[src/rtl/add_share_arbiter_pkg.sv]
// Shared types and helpers for the shared-adder arbiter: FSM state encoding
// and the requester-ID width calculation.
package add_share_pkg;

   typedef enum logic [1:0] {
      IDLE = 2'd0,
      EXEC = 2'd1,
      RESP = 2'd2
   } state_t;

   // Width of a requester index; never narrower than one bit.
   function automatic int id_width(input int n);
      return (n <= 2) ? 1 : $clog2(n);
   endfunction

endpackage

[src/rtl/add_share_arbiter_rr_arbiter.sv]
// Combinational round-robin picker: scans req starting at ptr, wrapping
// from N-1 back to 0, and reports the first asserted requester.
module rr_arbiter #(
   parameter int N  = 4,
   parameter int IW = 2
) (
   input  logic [N-1:0]  req,
   input  logic [IW-1:0] ptr,
   output logic [N-1:0]  grant,
   output logic [IW-1:0] grant_idx
);

   logic          found;
   logic [IW-1:0] idx;

   always_comb begin
      grant     = '0;
      grant_idx = '0;
      found     = 1'b0;
      idx       = '0;
      for (int k = 0; k < N; k++) begin
         idx = IW'((int'(ptr) + k) % N);
         if (!found && req[idx]) begin
            found      = 1'b1;
            grant[idx] = 1'b1;
            grant_idx  = idx;
         end
      end
   end

endmodule

[src/rtl/add_share_arbiter.sv]
// Shares one registered adder among NUM_REQ requesters: round-robin grant in
// IDLE, one add cycle in EXEC, tagged result held in RESP until accepted.
module add_share_arbiter
   import add_share_pkg::*;
#(
   parameter  int WIDTH   = 40,
   parameter  int NUM_REQ = 4,
   localparam int ID_W    = id_width(NUM_REQ)
) (
   input  logic                     clk,
   input  logic                     rst,
   input  logic [NUM_REQ-1:0]       req_valid,
   output logic [NUM_REQ-1:0]       req_ready,
   input  logic [NUM_REQ*WIDTH-1:0] req_a,
   input  logic [NUM_REQ*WIDTH-1:0] req_b,
   output logic                     resp_valid,
   input  logic                     resp_ready,
   output logic [ID_W-1:0]          resp_id,
   output logic [WIDTH-1:0]         resp_sum,
   output logic                     resp_carry,
   output logic                     busy
);

   state_t             state, state_nxt;
   logic [ID_W-1:0]    rr_ptr;
   logic [ID_W-1:0]    grant_idx;
   logic [NUM_REQ-1:0] grant;
   logic [ID_W-1:0]    op_id;
   logic [WIDTH-1:0]   op_a, op_b;
   logic               accept;
   logic               resp_done;

   rr_arbiter #(
      .N  (NUM_REQ),
      .IW (ID_W)
   ) u_arb (
      .req       (req_valid),
      .ptr       (rr_ptr),
      .grant     (grant),
      .grant_idx (grant_idx)
   );

   always_ff @(posedge clk or negedge rst) begin
      if (!rst) state <= IDLE;
      else      state <= state_nxt;
   end

   // Grants are only offered in IDLE and never while reset is held, so the
   // one-hot arbiter result doubles as the accept strobe.
   always_comb begin
      state_nxt = state;
      req_ready = '0;
      accept    = 1'b0;
      resp_done = 1'b0;
      unique case (state)
         IDLE: begin
            if (rst) begin
               req_ready = grant;
               if (|grant) begin
                  accept    = 1'b1;
                  state_nxt = EXEC;
               end
            end
         end
         EXEC: state_nxt = RESP;
         RESP: begin
            if (resp_ready) begin
               resp_done = 1'b1;
               state_nxt = IDLE;
            end
         end
         default: state_nxt = IDLE;
      endcase
   end

   // Only the winner's operands are captured; the pointer moves just past it.
   always_ff @(posedge clk or negedge rst) begin
      if (!rst) begin
         rr_ptr <= '0;
         op_id  <= '0;
         op_a   <= '0;
         op_b   <= '0;
      end else if (accept) begin
         rr_ptr <= (grant_idx == ID_W'(NUM_REQ - 1)) ? '0 : grant_idx + ID_W'(1);
         op_id  <= grant_idx;
         op_a   <= req_a[int'(grant_idx) * WIDTH +: WIDTH];
         op_b   <= req_b[int'(grant_idx) * WIDTH +: WIDTH];
      end
   end

   // Result registers load once in EXEC and then hold through any backpressure.
   always_ff @(posedge clk or negedge rst) begin
      if (!rst) begin
         resp_valid <= 1'b0;
         resp_id    <= '0;
         resp_sum   <= '0;
         resp_carry <= 1'b0;
      end else if (state == EXEC) begin
         resp_valid              <= 1'b1;
         resp_id                 <= op_id;
         {resp_carry, resp_sum}  <= {1'b0, op_a} + {1'b0, op_b};
      end else if (resp_done) begin
         resp_valid <= 1'b0;
      end
   end

   assign busy = (state != IDLE);

   a_ready_onehot: assert property (@(posedge clk) disable iff (!rst)
      $onehot0(req_ready));
   a_ready_idle_only: assert property (@(posedge clk) disable iff (!rst)
      (state != IDLE) |-> (req_ready == '0));

endmodule

[config.mk]
export PLATFORM = sky130hd
export DESIGN_NAME = add_share_arbiter
export DESIGN_NICKNAME = d
export VERILOG_FILES = /design/src/rtl/add_share_arbiter_pkg.sv /design/src/rtl/add_share_arbiter_rr_arbiter.sv /design/src/rtl/add_share_arbiter.sv
export SDC_FILE = /design/constraint.sdc
export NUM_CORES = 1
export LEC_CHECK = 0
export CAP_MARGIN = 10
export CORE_UTILIZATION = 40
export DETAILED_ROUTE_END_ITERATION = 12
export DONT_BUFFER_PORTS = 1
export PLACE_DENSITY = 0.56
export SETUP_SLACK_MARGIN = 0.3
export SYNTH_ARGS = -nofsm -noshare
export SYNTH_HDL_FRONTEND = slang
export SYNTH_SLANG_ARGS = --single-unit
[constraint.sdc]
create_clock -name clk -period 6.05 [get_ports clk]
set_input_delay 1.21 -clock clk [delete_from_list [all_inputs] [get_ports clk]]
set_output_delay 1.21 -clock clk [all_outputs]
set_load 0.01 [all_outputs]
==> run_results.csv, run 1 <==
group,metric,value,unit
outcome,status,"completed",
clock_network,clk_latency,420,ps
hold_path,holdPathEnd,"resp_id[0]",
worst_setup_path,critical-path-max-stage-delay,610,ps
global_route,track_usage,0.220,
pwr,swShare,0.485,
timing,finalHoldViolCount,0,
flow_run,drv_cap,0,
clock_network,cts_buffer_depth,2,
pwr,p_per_area,675,nW/um^2
layout,stdcell_count,1550,
clock_network,cts_sinks,130,
layout,final_util,0.439,
yosys,ys_async_sr_fraction,1.00,
global_route,antenna_found_initial,0,
yosys,ys_top_cells_by_count,"nand2_1 (327), dfrtp_1 (130), and2_1 (91), and3_1 (89), o31ai_1 (88)",
timing,final-setup-viol-count,0,
timing,fin_crit,4470,ps
timing,min_period_over_period,0.738,
timing,setup_tns,0,ps
worst_setup_path,cp-start-kind,"flop",
layout,area_growth,6.97,%
yosys,synth.most_common_cell,"nand2_1",
routing,drtPass1Iterations,4,
place,port_buffers,0,
routing,vias_per_cell,5.76,
pwr,p_int,3.73,mW
floorplan,std_cell_rows,57,
pwr,power.total,7.25,mW
global_route,grt_pass1_vias,8337,
worst_setup_path,rr_worst_depth,11,
yosys,syn_nets,1660,
clock_network,ctsHtreeMaxLevel,4,
routing,drt-total-wl,28400,um
hold_path,worstHoldStart,"op_id[0]",
hold_path,hold_path.class,"reg -> reg",
global_route,grt-ovfl-total,0,
yosys,avgSynthCellArea,7.81,sq um
yosys,yosysTopAreaCellShare,0.324,
worst_setup_path,crit_arrival,3260,ps
routing,first_iter_violations,497,
timing,relSlewSlack,0.435,
hold_path,holdPathStages,2,
worst_setup_path,cp_data_required_time,4840,ps
clock_network,hold_buffers,0,
timing,tightest_slew,848,ps
worst_setup_path,path_cells,"inv_1, ha_1, mux4_2, and2_1, a21oi_1, o22ai_1, a221oi_1, nor2_1",
yosys,yosys_register_bits,130,
place,place.gp.congestion,0.869,
clock_network,post-cts-setup-buffer-count,0,
routing,drc,0,
floorplan,die_area,25700,sq um
clock_network,cts-root-buf,"clkbuf_16",
floorplan,initial_utilization,0.410,
yosys,netlist_instances,1286,
timing,fin_worst_skew,6.27,ps
layout,drive_gt1_frac,0.0432,
worst_setup_path,worstPathMaxFanout,12,
pwr,pwr-share-clk,0.156,
clock_network,cts_buffers,17,
global_route,grt_pass1_wl,45200,um
layout,antennaDiodeCount,0,
floorplan,fp.dieH,160,um
floorplan,die_w,160,um
worst_setup_path,crit_type,"reg -> out",
clock_network,cts_tree,"yes",
timing,rsz0062_at_grt,"no",
pwr,p_sw,3.51,mW
yosys,synth.largest_area_cell,"dfrtp_1",
clock_network,post_cts_resized,0,
worst_setup_path,crit_slowest_cell,"mux4_2",
yosys,synth_area,10000,sq um
layout,fillers,2487,
clock_network,clkTransAtPathRegs,60,ps
floorplan,ios,376,
layout,final_nets,1588,
place,placed_cells,1518,
yosys,synth-edff-count,0,
yosys,synth_ff_type,"dfrtp_1",
place,dp_hpwl,21400,um
pwr,pwr-share-seq,0.239,
floorplan,coreArea,24500,sq um
pwr,vdd_drop_max,0.000456,V
worst_setup_path,end_kind,"primary output",
yosys,yosys-top-cells-area,"dfrtp_1 (32%), nand2_1 (12%), o31ai_1 (6.6%), a211oi_1 (6.5%), ha_1 (5.7%)",
global_route,grt_start_max_net_pins,132,
timing,max_freq,224,MHz
routing,routedWlPerCell,18.3,um
yosys,synth_cell_types,64,
pwr,power_frac_comb,0.605,
timing,drv_slew,0,
worst_setup_path,r2r_slack,1830,ps
pwr,leakage,4.85,nW
yosys,yosysSeqAreaShare,0.324,
yosys,ys_warn_count,0,
routing,vias,8923,
routing,drtAntennaViolNets,0,
-- through the flow --
step,worst slack (ps),area [sq um],hold WS [ps]
floorplan,2220,10000,433
global placement,1990,10100,448
detailed placement,1820,10100,454
CTS,1610,10700,461
global route,1410,10700,457
finish,1580,10700,460
-- cell type report --
| cell class | instances | area, sq um | area share |
|---|---|---|---|
| clock buffer | 19 | 433 | 0.0403 |
| clock inverter | 12 | 208 | 0.0193 |
| inverter | 15 | 56.3 | 0.00524 |
| multi-input combinational | 1042 | 6290 | 0.585 |
| sequential | 130 | 3250 | 0.303 |
| tap | 324 | 405 | 0.0377 |
| timing repair buffer | 8 | 97.6 | 0.00909 |
-- power groups by stage --
stage / clock [mW] / sequential, mW / combinational (mW)
4_1_cts: 1.16 / 1.75 / 4.41
5_1_grt: 1.20 / 1.79 / 4.97
2_1_floorplan: 0 / 1.58 / 3.62
6_report: 1.13 / 1.73 / 4.38
3_3_place_gp: 0 / 1.76 / 4.32
3_5_place_dp: 0 / 1.76 / 4.38
-- worst max-delay path by stage --
stage,slack (ps),end,start
floorplan,2220,req_ready[1],req_valid[3]
global placement,1990,flop,flop
detailed placement,1820,flop,flop
CTS,1610,req_ready[0],flop
global route,1410,req_ready[0],flop
finish,1580,req_ready[0],flop
-- routing by layer --
| layer | vias to the layer above | wire (um) | global-route usage |
|---|---|---|---|
| li1 | 4460 | - | - |
| met1 | 4139 | 12900 | 0.291 |
| met2 | 288 | 13500 | 0.364 |
| met3 | 36 | 1580 | 0.0442 |
| met4 | 0 | 476 | 0.0615 |
| met5 | - | 0 | 0 |
-- registers in the layout, indices dropped and copies added (netlist names), named ones only --
signal,cells
rr_ptr,1
state,2
op_id,2
op_b,40
resp_valid,1
resp_carry,1
op_a,40
resp_sum,40
resp_id,2
-- critical path, delay by kind of cell, from the launching register on --
kind                     cells  cell delay, ps
AND/OR/NAND/NOR              2             380
AO/OA/AOI/OAI                3             590
multiplexers                 1             610
flip-flops                   1             600
buffers and inverters        1             250
adder cells (fa/ha/maj)      1             400
-- cells by family after synthesis --
kind of cell	Yosys count	share of synthesized area
mux	5	0.00648
compound gates	368	0.255
simple gates	597	0.280
flops	130	0.324
xor+xnor	25	0.0218
buf+inv	114	0.0536
fa+ha+maj	47	0.0593
-- layout by cell type (no fill, tap or decap), drive strengths merged, types with 7 or more instances in the layout --
master and count:
a221oi 7, dfrtp 130, o31ai 89, and2 91
a211oi 87, xor2 10, nand4 11, xnor2 15
and3 89, nor2 36, nand3 14, ha 46
nor3 9, buf 8, a21o 16, a21oi 55
o21bai 10, nand2 328, o21ai 53, clkbuf 19
inv 16
Note: power is estimated with default switching activity, not from simulation.
==> inputs of run 2 (changes only) <==
clock period = 4.16 ns   (was 6.05 ns; I/O delays follow)
==> run_results.csv, run 2 (synthesized netlist as in run 1, its figures left out) <==
group,metric,value,unit
timing,relSlewSlack,0.560,
clock_network,ctsHtreeMaxLevel,4,
routing,routedWlPerCell,18.6,um
clock_network,cts_buffer_depth,2,
timing,min_period_over_period,0.875,
timing,final-setup-viol-count,0,
pwr,p_sw,5.25,mW
pwr,vdd_drop_max,0.000399,V
pwr,leakage,4.93,nW
layout,area_growth,8.26,%
global_route,grt_pass1_vias,8674,
clock_network,clk_latency,420,ps
worst_setup_path,timing.rr.end,"op_b[27]",
worst_setup_path,cp-start-kind,"flop",
clock_network,clkTransAtPathRegs,60,ps
timing,drv_slew,0,
floorplan,die_w,160,um
timing,tightest_slew,660,ps
pwr,power_frac_comb,0.627,
layout,mostFrequentLayoutCells,"nand2_1 (327), dfrtp_1 (128), and2_1 (91)",
routing,first_iter_violations,452,
place,placed_cells,1537,
worst_setup_path,rr_worst_depth,11,
routing,drc,0,
pwr,p_per_area,980,nW/um^2
layout,reg_top3,"op_a: 40 flops, op_b: 40 flops, resp_sum: 40 flops",
clock_network,cts_sinks,130,
routing,drtAntennaViolNets,0,
pwr,pwr-share-seq,0.237,
timing,setup_tns,0,ps
clock_network,cts-root-buf,"clkbuf_16",
worst_setup_path,rr_startpoint,"rr_ptr[1]",
floorplan,initial_utilization,0.410,
place,place.gp.congestion,0.858,
timing,max_freq,275,MHz
layout,drive_gt1_frac,0.0657,
timing,rsz0062_at_grt,"no",
worst_setup_path,r2r_slack,770,ps
routing,drtPass1Iterations,5,
outcome,status,"completed",
flow_run,drv_cap,0,
worst_setup_path,end_kind,"primary output",
layout,stdcell_count,1573,
global_route,track_usage,0.224,
global_route,antenna_found_initial,1,
worst_setup_path,cp_data_required_time,3330,ps
floorplan,die_area,25700,sq um
pwr,swShare,0.493,
global_route,grt-ovfl-total,0,
routing,vias_per_cell,5.73,
layout,mostFrequentLayoutCell,"nand2_1",
pwr,p_int,5.40,mW
clock_network,cts_tree,"yes",
timing,finalHoldViolCount,0,
global_route,grt_start_max_net_pins,132,
floorplan,coreArea,24500,sq um
worst_setup_path,worstPathMaxFanout,8,
clock_network,cts_buffers,17,
floorplan,fp.dieH,160,um
floorplan,std_cell_rows,57,
pwr,pwr-share-clk,0.137,
worst_setup_path,crit_type,"reg -> out",
layout,final_nets,1609,
routing,drt-total-wl,29200,um
hold_path,hold_path.class,"in -> async",
place,port_buffers,0,
place,dp_hpwl,22600,um
worst_setup_path,crit_arrival,2810,ps
timing,fin_worst_skew,9.92,ps
floorplan,ios,376,
timing,fin_crit,3640,ps
global_route,grt_pass1_wl,46000,um
routing,vias,9014,
-- run 2: worst max path at each step --
stage | start | endpoint | slack (ps) | cells after the start
2_1_floorplan | flop | req_ready[1] | 1020 | 9
3_3_place_gp | flop | op_a[28] | 540 | 10
3_5_place_dp | flop | op_a[26] | 420 | 11
4_1_cts | rr_ptr[1] | req_ready[0] | 320 | 8
5_1_grt | rr_ptr[1] | req_ready[2] | 340 | 8
6_report | rr_ptr[1] | req_ready[2] | 520 | 8
-- run 2: power groups by stage --
stage / logic [mW] / clock network (mW) / registers (mW)
2_1_floorplan: 5.26 / 0 / 2.30
4_1_cts: 6.67 / 1.50 / 2.55
3_5_place_dp: 6.64 / 0 / 2.57
6_report: 6.68 / 1.46 / 2.52
3_3_place_gp: 6.52 / 0 / 2.56
5_1_grt: 7.50 / 1.55 / 2.60
-- run 2: critical path: stages, from the launching register on --
cell and delay [ps]:
dfrtp_2 450, inv_1 140, ha_1 350, mux4_2 600, and2_1 210, a21oi_1 130
o22ai_1 110, a221oi_2 240, nor2_1 150
-- run 2: through the flow --
stage	power [mW]	area (sq um)	utilization	setup WS (ps)	hold slack (ps)
3_3_place_gp	9.08	10200	0.419	535	459
2_1_floorplan	7.56	10000	-	1020	433
6_report	10.7	10900	0.444	518	105
3_5_place_dp	9.20	10200	0.419	421	459
5_1_grt	11.7	10900	0.444	341	77.3
4_1_cts	10.7	10800	0.442	318	81.5
-- run 2: what timing repair did --
item / in CTS / in global routing
setup buffers: 0 / 3
resized for setup: 1 / 5
endpoints found under the setup margin: 4 / 18
pin swaps: 0 / 0
gates cloned: 0 / 0
hold buffers: 0 / 0
-- run 2: area by class of cell --
| type | instances | area [sq um] |
|---|---|---|
| fillers | 2504 | 13600 |
| multi-input cells | 1042 | 6310 |
| flip-flops and latches | 130 | 3260 |
| clock buffers | 19 | 443 |
| well taps | 324 | 405 |
| repair buffers | 29 | 268 |
| clock inverters | 13 | 128 |
| inverters | 15 | 56.3 |
| diodes | 1 | 2.50 |
-- run 2: per-layer routing --
layer	global-route usage	up-vias	wire, um
li1	-	4505	-
met3	0.0457	26	1560
met2	0.383	270	14200
met1	0.289	4213	13000
met4	0.0550	0	391
met5	0	-	0
